$ cat src/rtl/uart_pkg.sv
// Shared definitions for the UART transmit arbiter: FSM state encoding and
// a one-hot to binary index helper used to turn a grant vector into an index.
package uart_pkg;

   typedef enum logic [1:0] {
      S_IDLE      = 2'd0,
      S_LAUNCH    = 2'd1,
      S_WAIT_BUSY = 2'd2,
      S_WAIT_DONE = 2'd3
   } arb_state_t;

   // Largest supported requester count; the index helper is sized for it.
   localparam int MAX_REQ = 8;

   // Binary index of a one-hot vector (up to MAX_REQ bits); zero if empty.
   function automatic logic [2:0] onehot_to_idx(input logic [MAX_REQ-1:0] oh);
      logic [2:0] idx;
      idx = 3'd0;
      for (int i = 0; i < MAX_REQ; i++) begin
         idx = idx | (oh[i] ? 3'(i) : 3'd0);
      end
      return idx;
   endfunction

endpackage

$ cat src/rtl/uart_tx_arbiter_rr_pick.sv
// Round-robin picker: returns a one-hot winner among the set request bits,
// searching upward from pointer+1 (wrapping) so the last winner has lowest
// priority. Purely combinational.
module rr_pick #(
   parameter int N_REQ = 4,
   parameter int IDX_W = 2
) (
   input  logic [N_REQ-1:0] req,
   input  logic [IDX_W-1:0] pointer,
   output logic [N_REQ-1:0] grant,
   output logic             valid
);

   // First set request at distance 1..N_REQ from the pointer wins.
   always_comb begin
      grant = {N_REQ{1'b0}};
      valid = 1'b0;
      for (int off = 1; off <= N_REQ; off++) begin
         for (int k = 0; k < N_REQ; k++) begin
            if (!valid && req[k] && (((int'(pointer) + off) % N_REQ) == k)) begin
               grant[k] = 1'b1;
               valid    = 1'b1;
            end else begin
               grant[k] = grant[k];
            end
         end
      end
   end

endmodule

$ cat src/rtl/uart_tx_arbiter.sv
// Round-robin arbiter/sequencer sharing one uart_tx serializer between
// N_REQ byte producers. Launches one byte at a time, pulses start and a
// one-hot ack, then waits for the serializer to go busy and return to done.
// Optional feature macro: UART_ARB_LOCK_EN (previous winner holding i_lock
// keeps the grant so multi-byte packets stay contiguous).
module uart_tx_arbiter #(
   parameter int N_REQ = 4,
   parameter int IDX_W = 2
) (
   input  logic               clk,
   input  logic               rst_n,
   input  logic [N_REQ-1:0]   i_req,
   input  logic [N_REQ*8-1:0] i_data,
   input  logic [N_REQ-1:0]   i_lock,
   output logic [N_REQ-1:0]   o_ack,
   output logic [IDX_W-1:0]   o_grant_id,
   output logic               o_active,
   output logic               o_start_tx,
   output logic [7:0]         o_tx_data,
   input  logic               i_tx_busy,
   input  logic               i_tx_done
);

   import uart_pkg::*;

   localparam logic [N_REQ-1:0] ONE_C = {{(N_REQ-1){1'b0}}, 1'b1};

   arb_state_t       state_r;
   logic [IDX_W-1:0] ptr_r;
   logic [N_REQ-1:0] pick_grant_s;
   logic             pick_valid_s;
   logic [IDX_W-1:0] pick_idx_s;
   logic [IDX_W-1:0] win_idx_s;
   logic             win_ok_s;
   logic             launch_ok_s;
   logic [7:0]       data_sel_s;

   rr_pick #(
      .N_REQ (N_REQ),
      .IDX_W (IDX_W)
   ) u_rr_pick (
      .req     (i_req),
      .pointer (ptr_r),
      .grant   (pick_grant_s),
      .valid   (pick_valid_s)
   );

   // Binary index of the round-robin winner.
   always_comb begin
      pick_idx_s = IDX_W'(onehot_to_idx(MAX_REQ'(pick_grant_s)));
   end

`ifdef UART_ARB_LOCK_EN
   logic had_win_r;

   // Remember that o_grant_id names a real previous winner (not reset value).
   always_ff @(posedge clk or negedge rst_n) begin
      if (!rst_n) begin
         had_win_r <= 1'b0;
      end else if (state_r == S_IDLE && launch_ok_s) begin
         had_win_r <= 1'b1;
      end else begin
         had_win_r <= had_win_r;
      end
   end

   // Locked previous winner overrides the round-robin choice.
   always_comb begin
      win_idx_s = pick_idx_s;
      win_ok_s  = pick_valid_s;
      if (had_win_r && i_lock[o_grant_id] && i_req[o_grant_id]) begin
         win_idx_s = o_grant_id;
         win_ok_s  = 1'b1;
      end else begin
         win_idx_s = pick_idx_s;
      end
   end
`else
   logic lock_unused_s;

   // Lock inputs are ignored in the pure round-robin build.
   always_comb begin
      lock_unused_s = ^i_lock;
      win_idx_s     = pick_idx_s;
      win_ok_s      = pick_valid_s;
   end
`endif

   // Launch only when a winner exists and the serializer is idle and done.
   always_comb begin
      launch_ok_s = win_ok_s && !i_tx_busy && i_tx_done;
   end

   // Byte of the selected winner.
   always_comb begin
      data_sel_s = 8'h00;
      for (int k = 0; k < N_REQ; k++) begin
         if (win_idx_s == IDX_W'(k)) begin
            data_sel_s = i_data[k*8 +: 8];
         end else begin
            data_sel_s = data_sel_s;
         end
      end
   end

   // Sequencer FSM with registered start/ack/active, data and grant index.
   always_ff @(posedge clk or negedge rst_n) begin
      if (!rst_n) begin
         state_r    <= S_IDLE;
         ptr_r      <= IDX_W'(N_REQ-1);
         o_ack      <= {N_REQ{1'b0}};
         o_start_tx <= 1'b0;
         o_active   <= 1'b0;
         o_tx_data  <= 8'h00;
         o_grant_id <= {IDX_W{1'b0}};
      end else begin
         o_start_tx <= 1'b0;
         o_ack      <= {N_REQ{1'b0}};
         case (state_r)
            S_IDLE: begin
               if (launch_ok_s) begin
                  o_tx_data  <= data_sel_s;
                  o_grant_id <= win_idx_s;
                  ptr_r      <= win_idx_s;
                  o_active   <= 1'b1;
                  state_r    <= S_LAUNCH;
               end else begin
                  state_r    <= S_IDLE;
               end
            end
            S_LAUNCH: begin
               o_start_tx <= 1'b1;
               o_ack      <= ONE_C << o_grant_id;
               state_r    <= S_WAIT_BUSY;
            end
            S_WAIT_BUSY: begin
               if (i_tx_busy) begin
                  state_r <= S_WAIT_DONE;
               end else begin
                  state_r <= S_WAIT_BUSY;
               end
            end
            S_WAIT_DONE: begin
               if (!i_tx_busy && i_tx_done) begin
                  o_active <= 1'b0;
                  state_r  <= S_IDLE;
               end else begin
                  state_r  <= S_WAIT_DONE;
               end
            end
            default: begin
               o_active <= 1'b0;
               state_r  <= S_IDLE;
            end
         endcase
      end
   end

endmodule

$ cat config.mk
export PLATFORM = sky130hd
export DESIGN_NAME = uart_tx_arbiter
export DESIGN_NICKNAME = d
export VERILOG_FILES = /design/src/rtl/uart_pkg.sv /design/src/rtl/uart_tx_arbiter_rr_pick.sv /design/src/rtl/uart_tx_arbiter.sv
export SDC_FILE = /design/constraint.sdc
export NUM_CORES = 1
export LEC_CHECK = 0
export ABC_AREA = 1
export CAP_MARGIN = 20
export CORE_MARGIN = 5
export CORE_UTILIZATION = 31
export DETAILED_ROUTE_END_ITERATION = 7
export GPL_ROUTABILITY_DRIVEN = 0
export GPL_TIMING_DRIVEN = 1
export SLEW_MARGIN = 10
export SYNTH_ARGS = -nofsm -noshare
export SYNTH_HDL_FRONTEND = slang
export SYNTH_HIERARCHICAL = 1
export SYNTH_SLANG_ARGS = --single-unit
$ cat constraint.sdc
create_clock -name clk -period 2.9 [get_ports clk]
set_clock_uncertainty 0.15 [all_clocks]
set_input_delay 0.58 -clock clk [delete_from_list [all_inputs] [get_ports clk]]
set_output_delay 0.58 -clock clk [all_outputs]
set_load 0.005 [all_outputs]
Word-level counts from Yosys, hierarchy flattened:

Index checks and enable logic that the tools add are counted.

* register bits: 20
* input port bits: 44
* output and inout port bits: 16

* $add $sub $neg: 4
* equality and inequality tests: 20
* shifts and indexed selects: 1
* multiplexer cells: 44
* bitwise logic cells: 6
* reduce and logical (&&, ||, !) cells: 63

Operator list (count)
* 32-bit logical NOT: 4
* 1-bit logical AND: 34
* 1-bit 2-to-1 mux: 34
* 8-bit 2-to-1 mux: 4
* 3-bit == test (second input constant): 8
* 1-bit logical NOT: 16
* 3-bit by 2-bit == test with 1-bit output (second input constant): 4
* 2-bit == test (second input constant): 4
* 2-bit one-hot mux with 4 select lines: 1
* 2-bit OR reduction: 4
* 2-bit 2-to-1 mux: 3
* 2-bit by 1-bit adder with 2-bit output (second input constant): 2
* 2-bit adder (second input constant): 2
* 1-bit bitwise AND (first input constant): 4
* 2-bit by 1-bit == test with 1-bit output (second input constant): 2
* 2-bit logical NOT: 2
* 4-bit 2-to-1 mux: 1
* 2-bit != test (second input constant): 2
* 1-bit by 2-bit << shifter with 4-bit output (first input constant): 1
* 3-bit AND reduction: 1
* 1-bit by 2-bit bitwise OR with 2-bit output: 1
* 2-bit bitwise OR: 1
* 1-bit one-hot mux with 2 select lines: 1
* 2-bit AND reduction: 1
* 2-bit nonzero test: 1

Longest topological paths before layout:

Gate-level depths: netlist of run 1.

* word-level depth: 73
* depth in mapped cells: 18
* depth with buffers taken out: 17

Cells and area by module:

The synthesis of run 1 kept the hierarchy.

By module, submodules not included
* uart_tx_arbiter: instances 1, cells each 138, area an instance 1058.5 um^2, sequential area each 503.0 um^2
* rr_pick: instances 1, cells each 53, area an instance 289.0 um^2, sequential area each 0.0 um^2

Worst setup path after synthesis of run 1:

Ideal clock, no wire load.

* path kind: register -> register
* start point: reg ptr_r[0]
* end point: reg o_tx_data[0]
* library setup time: 0.117 ns
* data arrival time: 2.230 ns
* path slack: 0.404 ns
* stages on the path, launching flop included: 17
* buffers on the path: 1
* period minus slack after synthesis: 2.496 ns
* path through: dfstp_2 > inv_2 > nand2_1 > nor2_2 > nor3_2 > nand4_2 > nor2_4 > nand4_4 > nor2_4 > nand2_1 > nand4_1 > buf_6 > nor2_1 > nor2_2 > a21oi_1 > nand2_1 > nand2_1

* elaborated cells on any way between the ends: 118
* classes of those cells: add/sub: 4; eq/ne: 15; mux: 35; bitwise: 6; reduce/logical: 58

RTL lines
* start, declared: RTL line uart_tx_arbiter.sv:29 `logic [IDX_W-1:0] ptr_r;`
* start signal, assigned: RTL line uart_tx_arbiter.sv:110 `ptr_r <= IDX_W'(N_REQ-1);`
* start signal, assigned: RTL line uart_tx_arbiter.sv:124 `ptr_r <= win_idx_s;`
* 2-bit by 1-bit adder with 2-bit output: RTL line uart_tx_arbiter_rr_pick.sv:20 `if (!valid && req[k] && (((int'(pointer) + off) % N_REQ) == k)) begin`
* 2-bit OR reduction (no source line)
* 1-bit bitwise AND (no source line)
* 32-bit logical NOT: RTL line uart_tx_arbiter_rr_pick.sv:20
* 1-bit logical AND: RTL line uart_tx_arbiter_rr_pick.sv:20
* 1-bit 2-to-1 mux: RTL line uart_tx_arbiter_rr_pick.sv:20
* 1-bit logical NOT: RTL line uart_tx_arbiter_rr_pick.sv:20
* 1-bit logical AND (2 in a row): RTL line uart_tx_arbiter_rr_pick.sv:20
* [... 48 more ...]
* 1-bit 2-to-1 mux (*): RTL line uart_tx_arbiter_rr_pick.sv:20
* via pick_grant_s[1]: RTL line uart_tx_arbiter.sv:30 `logic [N_REQ-1:0] pick_grant_s;`
* 1-bit 2-to-1 mux (*): RTL line uart_pkg.sv:20 `idx = idx | (oh[i] ? 3'(i) : 3'd0);`
* 1-bit by 2-bit bitwise OR with 2-bit output (*): RTL line uart_pkg.sv:20
* 2-bit bitwise OR (*): RTL line uart_pkg.sv:20
* 2-bit logical NOT: RTL line uart_tx_arbiter.sv:98 `if (win_idx_s == IDX_W'(k)) begin`
* 8-bit 2-to-1 mux (3 in a row): RTL line uart_tx_arbiter.sv:98
* 8-bit 2-to-1 mux (*): RTL line uart_tx_arbiter.sv:98
* end signal, assigned: RTL line uart_tx_arbiter.sv:122 `o_tx_data <= data_sel_s;`
* end, declared: RTL line uart_tx_arbiter.sv:19 `output logic [7:0] o_tx_data,`

The timed path passes the listed nets; every way through them passes the cells marked *.
A chain may end at the register's enable or synchronous reset.

Final worst setup path of run 1:

* start point: in i_req[0]
* end point: reg o_tx_data[1]

* longest elaborated chain between the ends: 69
* elaborated cells on any way between the ends: 90
* classes of those cells: eq/ne: 3; mux: 35; bitwise: 2; reduce/logical: 50

RTL lines
* start, declared: RTL line uart_tx_arbiter.sv:12 `input logic [N_REQ-1:0] i_req,`
* 1-bit logical AND: RTL line uart_tx_arbiter_rr_pick.sv:20
* 1-bit 2-to-1 mux: RTL line uart_tx_arbiter_rr_pick.sv:20
* 1-bit logical NOT: RTL line uart_tx_arbiter_rr_pick.sv:20
* 1-bit logical AND (2 in a row): RTL line uart_tx_arbiter_rr_pick.sv:20
* 1-bit 2-to-1 mux: RTL line uart_tx_arbiter_rr_pick.sv:20
* 1-bit logical NOT: RTL line uart_tx_arbiter_rr_pick.sv:20
* 1-bit logical AND (2 in a row): RTL line uart_tx_arbiter_rr_pick.sv:20
* 1-bit 2-to-1 mux: RTL line uart_tx_arbiter_rr_pick.sv:20
* [... 49 more ...]
* 1-bit logical AND (2 in a row): RTL line uart_tx_arbiter_rr_pick.sv:20
* 1-bit 2-to-1 mux (*): RTL line uart_tx_arbiter_rr_pick.sv:20
* via pick_grant_s[3]: RTL line uart_tx_arbiter.sv:30
* 2-bit 2-to-1 mux (*): RTL line uart_pkg.sv:20
* 2-bit bitwise OR (*): RTL line uart_pkg.sv:20
* 2-bit logical NOT: RTL line uart_tx_arbiter.sv:98
* 8-bit 2-to-1 mux (3 in a row): RTL line uart_tx_arbiter.sv:98
* 8-bit 2-to-1 mux (*): RTL line uart_tx_arbiter.sv:98

Marked as above.

==> summary.txt, run 1 <==
Status
  • Status: completed

Clock tree
  • CTS Buffer Depth: 2
  • Register clock-pin slew on the reported worst setup and hold paths: around 0.08 ns
  • H-tree levels: 1
  • CTS root buffer: clkbuf_8
  • CTS tree: built
  • Clk sinks: 20
  • Worst skew pair latency: roughly 0.26 ns
  • Num CTS Buffers: 3

Placed design
  • DP Wirelength: 2940 um
  • IO Port Bufs: 55
  • DP Worst Slack: -0.100 ns
  • Post-Place Cells: 307

Cells and area
  • Fill count: 400
  • Reg area: 503 um2
  • Area of the multi-input gates: 674 um2
  • Non-Filler Instances: 311
  • # diodes: 0
  • Nets: between 300 and 400
  • Fraction of layout cells with a size suffix above 1: ~16%
  • Area Growth Syn to Fin: 60.1%

Job
  • Max Cap Violations: 0

Floorplan
  • Die outline height: around 75 um
  • Ports: 60
  • Core area: a little over 4000 um2
  • Initial Util: 32.6%
  • Row count: 23
  • Die span in x: 75.3 um
  • Die area: 5680 um2

Pwr
  • P_sw: ~860 uW
  • P_int: roughly 1100 uW
  • Comb pwr share: 64.7%
  • Clock network fraction of total power: a little over a tenth
  • Flop pwr share: roughly a quarter
  • Power Density: roughly 940 nW/um2
  • Static leakage: between 0.001 and 0.0015 uW
  • Switching share of total power: a little over two fifths
  • Worst vdd ir: 435 uV

STA
  • PnR worst setup slack: approximately 0.17 ns
  • Slew Viols, Final: 0
  • F_max: 0.367 GHz
  • Crit path time final: around 2.7 ns
  • Fin crit share: 94.0%
  • WHS: roughly 0.33 ns
  • Final setup violating endpoints: 0
  • Relative slew slack: 83.0%
  • Measured slew at the worst slew-check pin: 0.255 ns
  • Fin. Hold Viols: 0
  • TNS Setup: 0 ns

Yosys
  • Post-synthesis cell count: about 190
  • Synthesized area: between 1000 and 1500 um2
  • Post-synthesis net count: roughly 230
  • Syn avg cell area: slightly above 7 um2
  • Synth warn: 6

Min path
  • Hold/Removal Path Class: register to register
  • Hold Startpoint: o_tx_data[6]

Critical path
  • CP startpoint: i_req[0]
  • CP max FO: 8
  • Crit start category: primary input
  • Reg-to-Reg Start: ptr_r[0]
  • Crit path capture type: register
  • Kind of critical path: primary input to register
  • CP arrival: about 2.7 ns
  • Req. time, crit path: about 2.9 ns

Route
  • Initial DRT Pass Iterations: 4
  • Via count: 1,426
  • Post-route ant nets: 0
  • WL final: ~3600 um
  • Wire per inst: approximately 12 um
  • Vias per cell: around 4.6
  • Drt initial violations: between 50 and 60
  • Drt drc: 0

Global routing
  • Vias in the first global route: around 1.3k
  • First-pass GRT wire length: between 5000 and 6000 um
  • Largest net degree at the start of global routing: 21
  • Initial antenna violation count: 0
  • Aggregate global routing overflow: 0
  • GRT Total Usage: between 10% and 20%
[metal layers]
metal  GRT usage, %  wire, um
met1           16.3      1470
met3           2.90       292
met4           5.44        51
met2           22.4      1770
met5              0         0
[power groups by stage]
| stage | combinational [uW] | sequential, uW | clock (uW) |
|---|---|---|---|
| final | 1290 | 491 | 213 |
| after global placement | 1260 | 496 | 0 |
| after global routing | 1440 | 510 | 235 |
| after floorplan | 751 | 491 | 0 |
| after detailed placement | 1270 | 495 | 0 |
| after CTS | 1280 | 491 | 219 |
[state kept, by name, indices dropped and copies added, names as in the netlist]
name / flops
ptr_r: 2
o_tx_data: 8
o_active: 1
o_ack: 4
state_r: 2
o_start_tx: 1
o_grant_id: 2
[path summary, 6_finish.rpt]
path | to | slack [ns] | depth (start not counted)
max reg2reg | o_tx_data[1] | 0.27 | 16
max | o_tx_data[1] | 0.17 | 16
min in group asynchronous | o_tx_data[3] | 0.51 | 2
min | o_tx_data[6] | 0.33 | 2
min reg2reg | o_tx_data[6] | 0.33 | 2
max in group asynchronous | ptr_r[0] | 1.82 | 2
[metrics by stage]
stage                     total power, uW  area, um2  util (%)
after floorplan                      1240       1320         -
after CTS                            1990       2110      52.0
after detailed placement             1770       2050      50.6
final                                1990       2120      52.2
after global routing                 2190       2120      52.2
after global placement               1760       2050      50.6
[timing repair]
item	CTS	global route
hold buffers	0	0
setup endpoints to repair	0	3
resized for setup	0	2
buffers inserted	0	0
[layout make-up]
cell class / count / share of cell area, %
well taps: 50 / 2.95
repair buffers: 74 / 33.3
multi-input cells: 132 / 31.8
flip-flops and latches: 20 / 23.7
inverters: 31 / 5.61
clock buffers: 4 / 2.60
[worst max-delay path, stage by stage]
cell,delay (ns)
clkdlybuf4s50_1,0.46
nand3_1,0.12
nand3_2,0.09
nor3_4,0.14
nand4_2,0.13
nor2_4,0.19
nand4_4,0.10
nor2_4,0.13
nand4_1,0.09
nand2_1,0.17
nor2_4,0.08
nor2_2,0.10
buf_4,0.16
a21oi_1,0.07
nand2_1,0.07
nand2_1,0.04
[cells in the final DEF, fill, tap and decap left out, drive strengths merged]
master / count
dfrtp: 18
nand4: 6
nand2: 50
o211ai: 1
buf: 19
nand3: 32
o21ai: 12
nor2: 16
o22ai: 1
dfstp: 2
inv: 31
clkbuf: 4
clkdlybuf4s50: 55
nor3: 6
a21oi: 8
Note: power is estimated with default switching activity, not from simulation.
==> run 2, diff against run 1 <==
--- a/config.mk
+++ b/config.mk
@@ -7,11 +7,13 @@
 export LEC_CHECK = 0
 export ABC_AREA = 1
 export CAP_MARGIN = 20
+export CORE_ASPECT_RATIO = 1.2
 export CORE_MARGIN = 5
 export CORE_UTILIZATION = 31
 export DETAILED_ROUTE_END_ITERATION = 7
 export GPL_ROUTABILITY_DRIVEN = 0
 export GPL_TIMING_DRIVEN = 1
+export REMOVE_ABC_BUFFERS = 1
 export SLEW_MARGIN = 10
 export SYNTH_ARGS = -nofsm -noshare
 export SYNTH_HDL_FRONTEND = slang
==> run 2 against run 1 <==
Effect of this change: flip-flop and latch count did not move; wire length barely moved; highest routed layer unchanged; count of clock-buffer cells in the layout fell by 1; worst hold slack improved by 0.0050 ns; power rose by 2.7%; sequential share of layout area fell by 0.14 points; setup slack improved by 0.039 ns; final area rose by 0.59%.
==> summary.txt, run 2 (synthesis results as in run 1) <==
Status
  • Status: completed

Clock tree
  • H-tree levels: 1
  • Hold buffer count at CTS: 0
  • Num CTS Buffers: 3
  • CTS tree: built
  • Worst skew pair latency: between 0.2 and 0.3 ns
  • CTS root buffer: clkbuf_8
  • Clk sinks: 20
  • Post-CTS setup buffer count: 0
  • CTS Buffer Depth: 2
  • Register clock-pin slew on the reported worst setup and hold paths: about 0.080 ns
  • Post-cts sizing count: 0

Critical path
  • Kind of critical path: primary input to register
  • CP arrival: 2.69 ns
  • Req. time, crit path: a little under 3 ns
  • Reg2reg setup slack: between 0.3 and 0.4 ns
  • Reg-to-Reg Start: ptr_r[0]
  • Worst Setup EP: o_tx_data[4]
  • Crit start category: primary input
  • CP max FO: 6
  • CP startpoint: i_req[2]
  • Reg-to-reg endpoint: o_tx_data[4]
  • Crit path capture type: register
  • FF-to-FF path depth: 16

STA
  • WHS: 0.334 ns
  • Fin. Hold Viols: 0
  • Relative slew slack: 81.9%
  • Fin crit share: between 90% and 100%
  • RSZ-0062 raised after global routing: false
  • Final setup violating endpoints: 0
  • F_max: ~0.37 GHz
  • Slew Viols, Final: 0
  • Crit path time final: 2.69 ns
  • Measured slew at the worst slew-check pin: 0.271 ns

Global routing
  • First-pass GRT wire length: around 6000 um
  • GRT Total Usage: 13.0%
  • Largest net degree at the start of global routing: 21
  • Aggregate global routing overflow: 0
  • Initial antenna violation count: 0
  • Vias in the first global route: between 1k and 1.5k

Placed design
  • IO Port Bufs: 55
  • DP Wirelength: about 3000 um

Cells and area
  • Largest register by flop count: o_tx_data
  • Fraction of layout cells with a size suffix above 1: between 10% and 20%
  • Area Growth Syn to Fin: 61.1%
  • Most frequent cells in the layout: clkdlybuf4s50_1 (55), nand2_1 (49), nand3_1 (30), inv_1 (27)
  • # diodes: 0
  • Nets: 306
  • Top Registers: o_tx_data: 8 flops, o_ack: 4 flops
  • Leading cell type in the layout, fill and taps excluded: clkdlybuf4s50_1
  • Largest register FFs: 8

Floorplan
  • Core area: 4200 um2
  • Row count: 26
  • Initial Util: approximately a third
  • Die span in x: between 60 and 70 um
  • Die outline height: just over 80 um
  • Ports: 60
  • Die area: between 5000 and 6000 um2

Route
  • Routed length on met1: 1450 um
  • Drt initial violations: between 50 and 60
  • Wire per inst: 11.3 um
  • WL final: 3580 um
  • Drt drc: 0
  • Post-route ant nets: 0
  • Metal3 WL: 293 um
  • Via count: between 1k and 1.5k
  • Vias per cell: approximately 4.5
  • Initial DRT Pass Iterations: 4
  • Met2 Wirelength: about 1800 um
  • Uppermost layer routed: met4

Job
  • Max Cap Violations: 0

Pwr
  • Worst vdd ir: approximately 570 uV
  • Static leakage: 0.00105 uW
  • Power Density: just under 1000 nW/um2
  • Pwr Total: slightly above 2000 uW

Min path
  • Hold/Removal Path Class: register to register
==> run 2: cell count changes in the layout (fill, tap and decap cells not counted) <==
cell and delta:
nand3_1 +1, clkbuf_8 -1, nor3_2 +1, nand3_2 -1
nor3_4 -1, bufinv_16 +1
==> run 2: area by class of cell <==
class | instances | area (um2)
Fill cell | 422 | 2060
Sequential cell | 20 | 503
Clock buffer | 3 | 41.3
Tap cell | 56 | 70.1
Multi-Input combinational cell | 132 | 663
Timing Repair Buffer | 74 | 706
Inverter | 31 | 119
Clock inverter | 1 | 30.0
==> run 2: per-layer routing <==
metal	global-route usage [%]	up-vias
li1	-	751
met1	15.3	618
met2	23.3	46
met3	3.67	4
met4	3.45	0
met5	0	-
==> run 2: through the flow <==
step	std cells	utilization, %	TNS, ns	cell area, um2	setup WS, ns
6_report	317	50.8	0	2130	0.214
5_1_grt	317	50.8	0	2130	0.0535
4_1_cts	317	50.8	0	2130	0.217
3_5_place_dp	313	49.1	-0.366	2060	-0.0573
3_3_place_gp	313	49.1	-0.180	2060	-0.0372
2_1_floorplan	183	-	0	1280	0.325
==> run 2: power by group <==
group	switching [uW]	leakage (uW)	internal [uW]
registers	88.3	0.000251	401
clock network	97.2	0.0000357	184
logic	667	0.000765	610
==> run 2: worst min path at each step <==
stage	from	end	slack, ns	depth (start not counted)
final	o_grant_id[0]	o_ack[0]	0.33	1
after global routing	o_grant_id[1]	o_ack[0]	0.36	1
after CTS	o_grant_id[0]	o_ack[0]	0.33	1
after detailed placement	o_tx_data[1]	o_tx_data[1]	0.32	2
after global placement	o_tx_data[2]	o_tx_data[2]	0.31	2
after floorplan	rst_n	o_ack[0]	0.13	0
==> run 2: critical path, cell delays in order <==
cell,delay (ns)
clkdlybuf4s50_1,0.44
nand3_1,0.14
nand3_2,0.09
nor3_2,0.17
nand4_2,0.13
nor2_4,0.14
nand4_4,0.09
nor2_4,0.13
nand4_1,0.09
nand2_1,0.15
nor2_4,0.08
nor2_2,0.12
buf_4,0.15
a21oi_1,0.06
nand2_1,0.06
nand2_1,0.05
==> run 3, diff against run 2 <==
--- a/config.mk
+++ b/config.mk
@@ -14,7 +14,7 @@
 export GPL_ROUTABILITY_DRIVEN = 0
 export GPL_TIMING_DRIVEN = 1
 export REMOVE_ABC_BUFFERS = 1
-export SLEW_MARGIN = 10
+export SLEW_MARGIN = 20
 export SYNTH_ARGS = -nofsm -noshare
 export SYNTH_HDL_FRONTEND = slang
 export SYNTH_HIERARCHICAL = 1
==> constraint.sdc (replaced) <==
create_clock -name clk -period 2.8 [get_ports clk]
set_clock_uncertainty 0.15 [all_clocks]
set_input_delay 0.56 -clock clk [delete_from_list [all_inputs] [get_ports clk]]
set_output_delay 0.56 -clock clk [all_outputs]
set_load 0.005 [all_outputs]
==> run 3 against run 2 <==
Effect of this change: sequential share of layout area is 2.2 points lower; die area unchanged; sequential power grew 4.5%; global-route usage increased by 0.50 points; clock power shrank 21%; via count grew 5.8%; combinational power increased by 33%.
==> summary.txt, run 3 (synthesis results as in run 1) <==
Status
  • Status: completed

Route
  • Post-route ant nets: 0
  • Initial DRT Pass Iterations: 4
  • Vias per cell: ~4.6
  • WL final: roughly 4100 um
  • Drt initial violations: 35
  • Via count: between 1.5k and 2k
  • Drt drc: 0
  • Wire per inst: roughly 13 um

Cells and area
  • Area Growth Syn to Fin: 77.7%
  • # diodes: 0
  • Most frequent cells in the layout: clkdlybuf4s50_1 (52), nand2_1 (43), inv_1 (25), buf_4 (22)
  • Nets: 314
  • Largest register by flop count: o_tx_data
  • Top Registers: o_tx_data: 8 flops, o_ack: 4 flops
  • Largest register FFs: 8
  • Non-Filler Instances: around 330
  • Fraction of layout cells with a size suffix above 1: a little under a third
  • Leading cell type in the layout, fill and taps excluded: clkdlybuf4s50_1

Critical path
  • Reg-to-Reg Start: ptr_r[0]
  • Reg2reg setup slack: 0.13 ns
  • Kind of critical path: register to register
  • Worst path slowest cell: dfstp_2
  • Req. time, crit path: 2.80 ns
  • Worst path most repeated cell: nor2_4
  • CP arrival: ~2.7 ns
  • CP max stage delay: ~0.61 ns
  • Reg-to-reg endpoint: o_tx_data[2]
  • CP max FO: 7
  • Crit path capture type: register
  • CP Cell Sequence: nor2_4, nand2_2, nand3_2, nor3_4, nand4_2, nor2_4, nand4_4, nor2_4, nand4_1, nand2_2, nor2_4, buf_6, nand3_2, nand3_2, nand2_2, nand2_1
  • CP startpoint: ptr_r[0]
  • Crit start category: register
  • FF-to-FF path depth: 16
  • WP buf/inv: 1
  • CP top delay family: simple AND/OR/NAND/NOR gates

Clock tree
  • CTS Buffer Depth: 2
  • CTS root buffer: clkbuf_8
  • Register clock-pin slew on the reported worst setup and hold paths: approximately 0.080 ns
  • CTS tree: built
  • Num CTS Buffers: 3
  • H-tree levels: 1
  • Clk sinks: 20
  • Worst skew pair latency: 0.25 ns

Global routing
  • Initial antenna violation count: 0
  • Largest net degree at the start of global routing: 15
  • Vias in the first global route: 1,456
  • First-pass GRT wire length: around 6300 um
  • Aggregate global routing overflow: 0
  • GRT Total Usage: approximately 13%

Floorplan
  • Die area: 5680 um2
  • Initial Util: about a third
  • Die span in x: roughly 70 um
  • Row count: 26
  • Core area: ~4200 um2
  • Ports: 60
  • Die outline height: 81.6 um

STA
  • Crit path time final: 2.67 ns
  • Fin crit share: between 90 and 100%
  • F_max: ~0.37 GHz
  • Relative slew slack: about 62%
  • Final setup violating endpoints: 0
  • Slew Viols, Final: 0
  • Measured slew at the worst slew-check pin: between 0.5 and 0.6 ns
  • Fin. Hold Viols: 0
  • RSZ-0062 raised after global routing: true

Pwr
  • P_int: approximately 1400 uW
  • Clock network fraction of total power: under 10%
  • Switching share of total power: ~44%
  • P_sw: between 1000 and 1500 uW
  • Flop pwr share: 21.1%
  • Worst vdd ir: 763 uV
  • Pwr Total: around 2400 uW
  • Comb pwr share: between 60% and 70%
  • Power Density: between 1000 and 1500 nW/um2
  • Static leakage: about 0.0011 uW

Min path
  • Hold/Removal Path Class: register to register
  • Worst hold stages: 1
  • Min-Delay Endpoint: o_ack[0]
  • Hold Startpoint: o_grant_id[1]

Placed design
  • DP Wirelength: 3090 um
  • Post-Place Cells: ~320
  • IO Port Bufs: between 50 and 60

Job
  • Max Cap Violations: 0
run 3: area by class of cell:
cell class / count / area (um2)
Timing Repair Buffer: 82 / 788
Inverter: 31 / 121
Fill cell: 417 / 1840
Tap cell: 56 / 70.1
Multi-Input combinational cell: 132 / 815
Clock buffer: 4 / 55.1
Sequential cell: 20 / 503
run 3: power by group through the flow:
stage                     Sequential [uW]  Clock (uW)  Combinational [uW]
final                                 511         221                1700
after global routing                  531         242                1860
after CTS                             513         229                1350
after detailed placement              516           0                1340
after global placement                513           0                1330
after floorplan                       509           0                 719
run 3: how the worst max path moves through the flow:
stage,to,slack (ns),depth (start not counted)
2_1_floorplan,o_tx_data[0],0.23,15
5_1_grt,o_tx_data[0],-0.1,16
3_5_place_dp,o_tx_data[3],-0.16,16
6_report,o_tx_data[2],0.13,16
4_1_cts,o_tx_data[2],0.11,16
3_3_place_gp,o_tx_data[2],-0.13,16
run 3: through the flow:
step	util, %	setup TNS (ns)	setup slack (ns)	hold WS, ns	area, um2
after detailed placement	49.5	-1.29	-0.161	0.317	2080
after CTS	50.8	0	0.111	0.340	2130
final	56.1	0	0.132	0.336	2350
after global routing	56.1	-0.587	-0.0968	0.361	2350
after floorplan	-	0	0.225	0.114	1280
after global placement	49.5	-0.938	-0.132	0.310	2080
run 3: routing by layer:
layer | track usage [%] | part of all wire, % | vias up
li1 | - | - | 769
met1 | 15.3 | 40 | 691
met2 | 25.6 | 53 | 37
met3 | 3.30 | 6.6 | 4
met4 | 3.07 | 0.94 | 0
met5 | 0 | 0 | -
run 3: repair_timing:
item | in CTS | in global routing
endpoints found under the setup margin | 0 | 8
hold buffers | 0 | 0
gates resized for setup | 0 | 45
setup buffers | 0 | 6
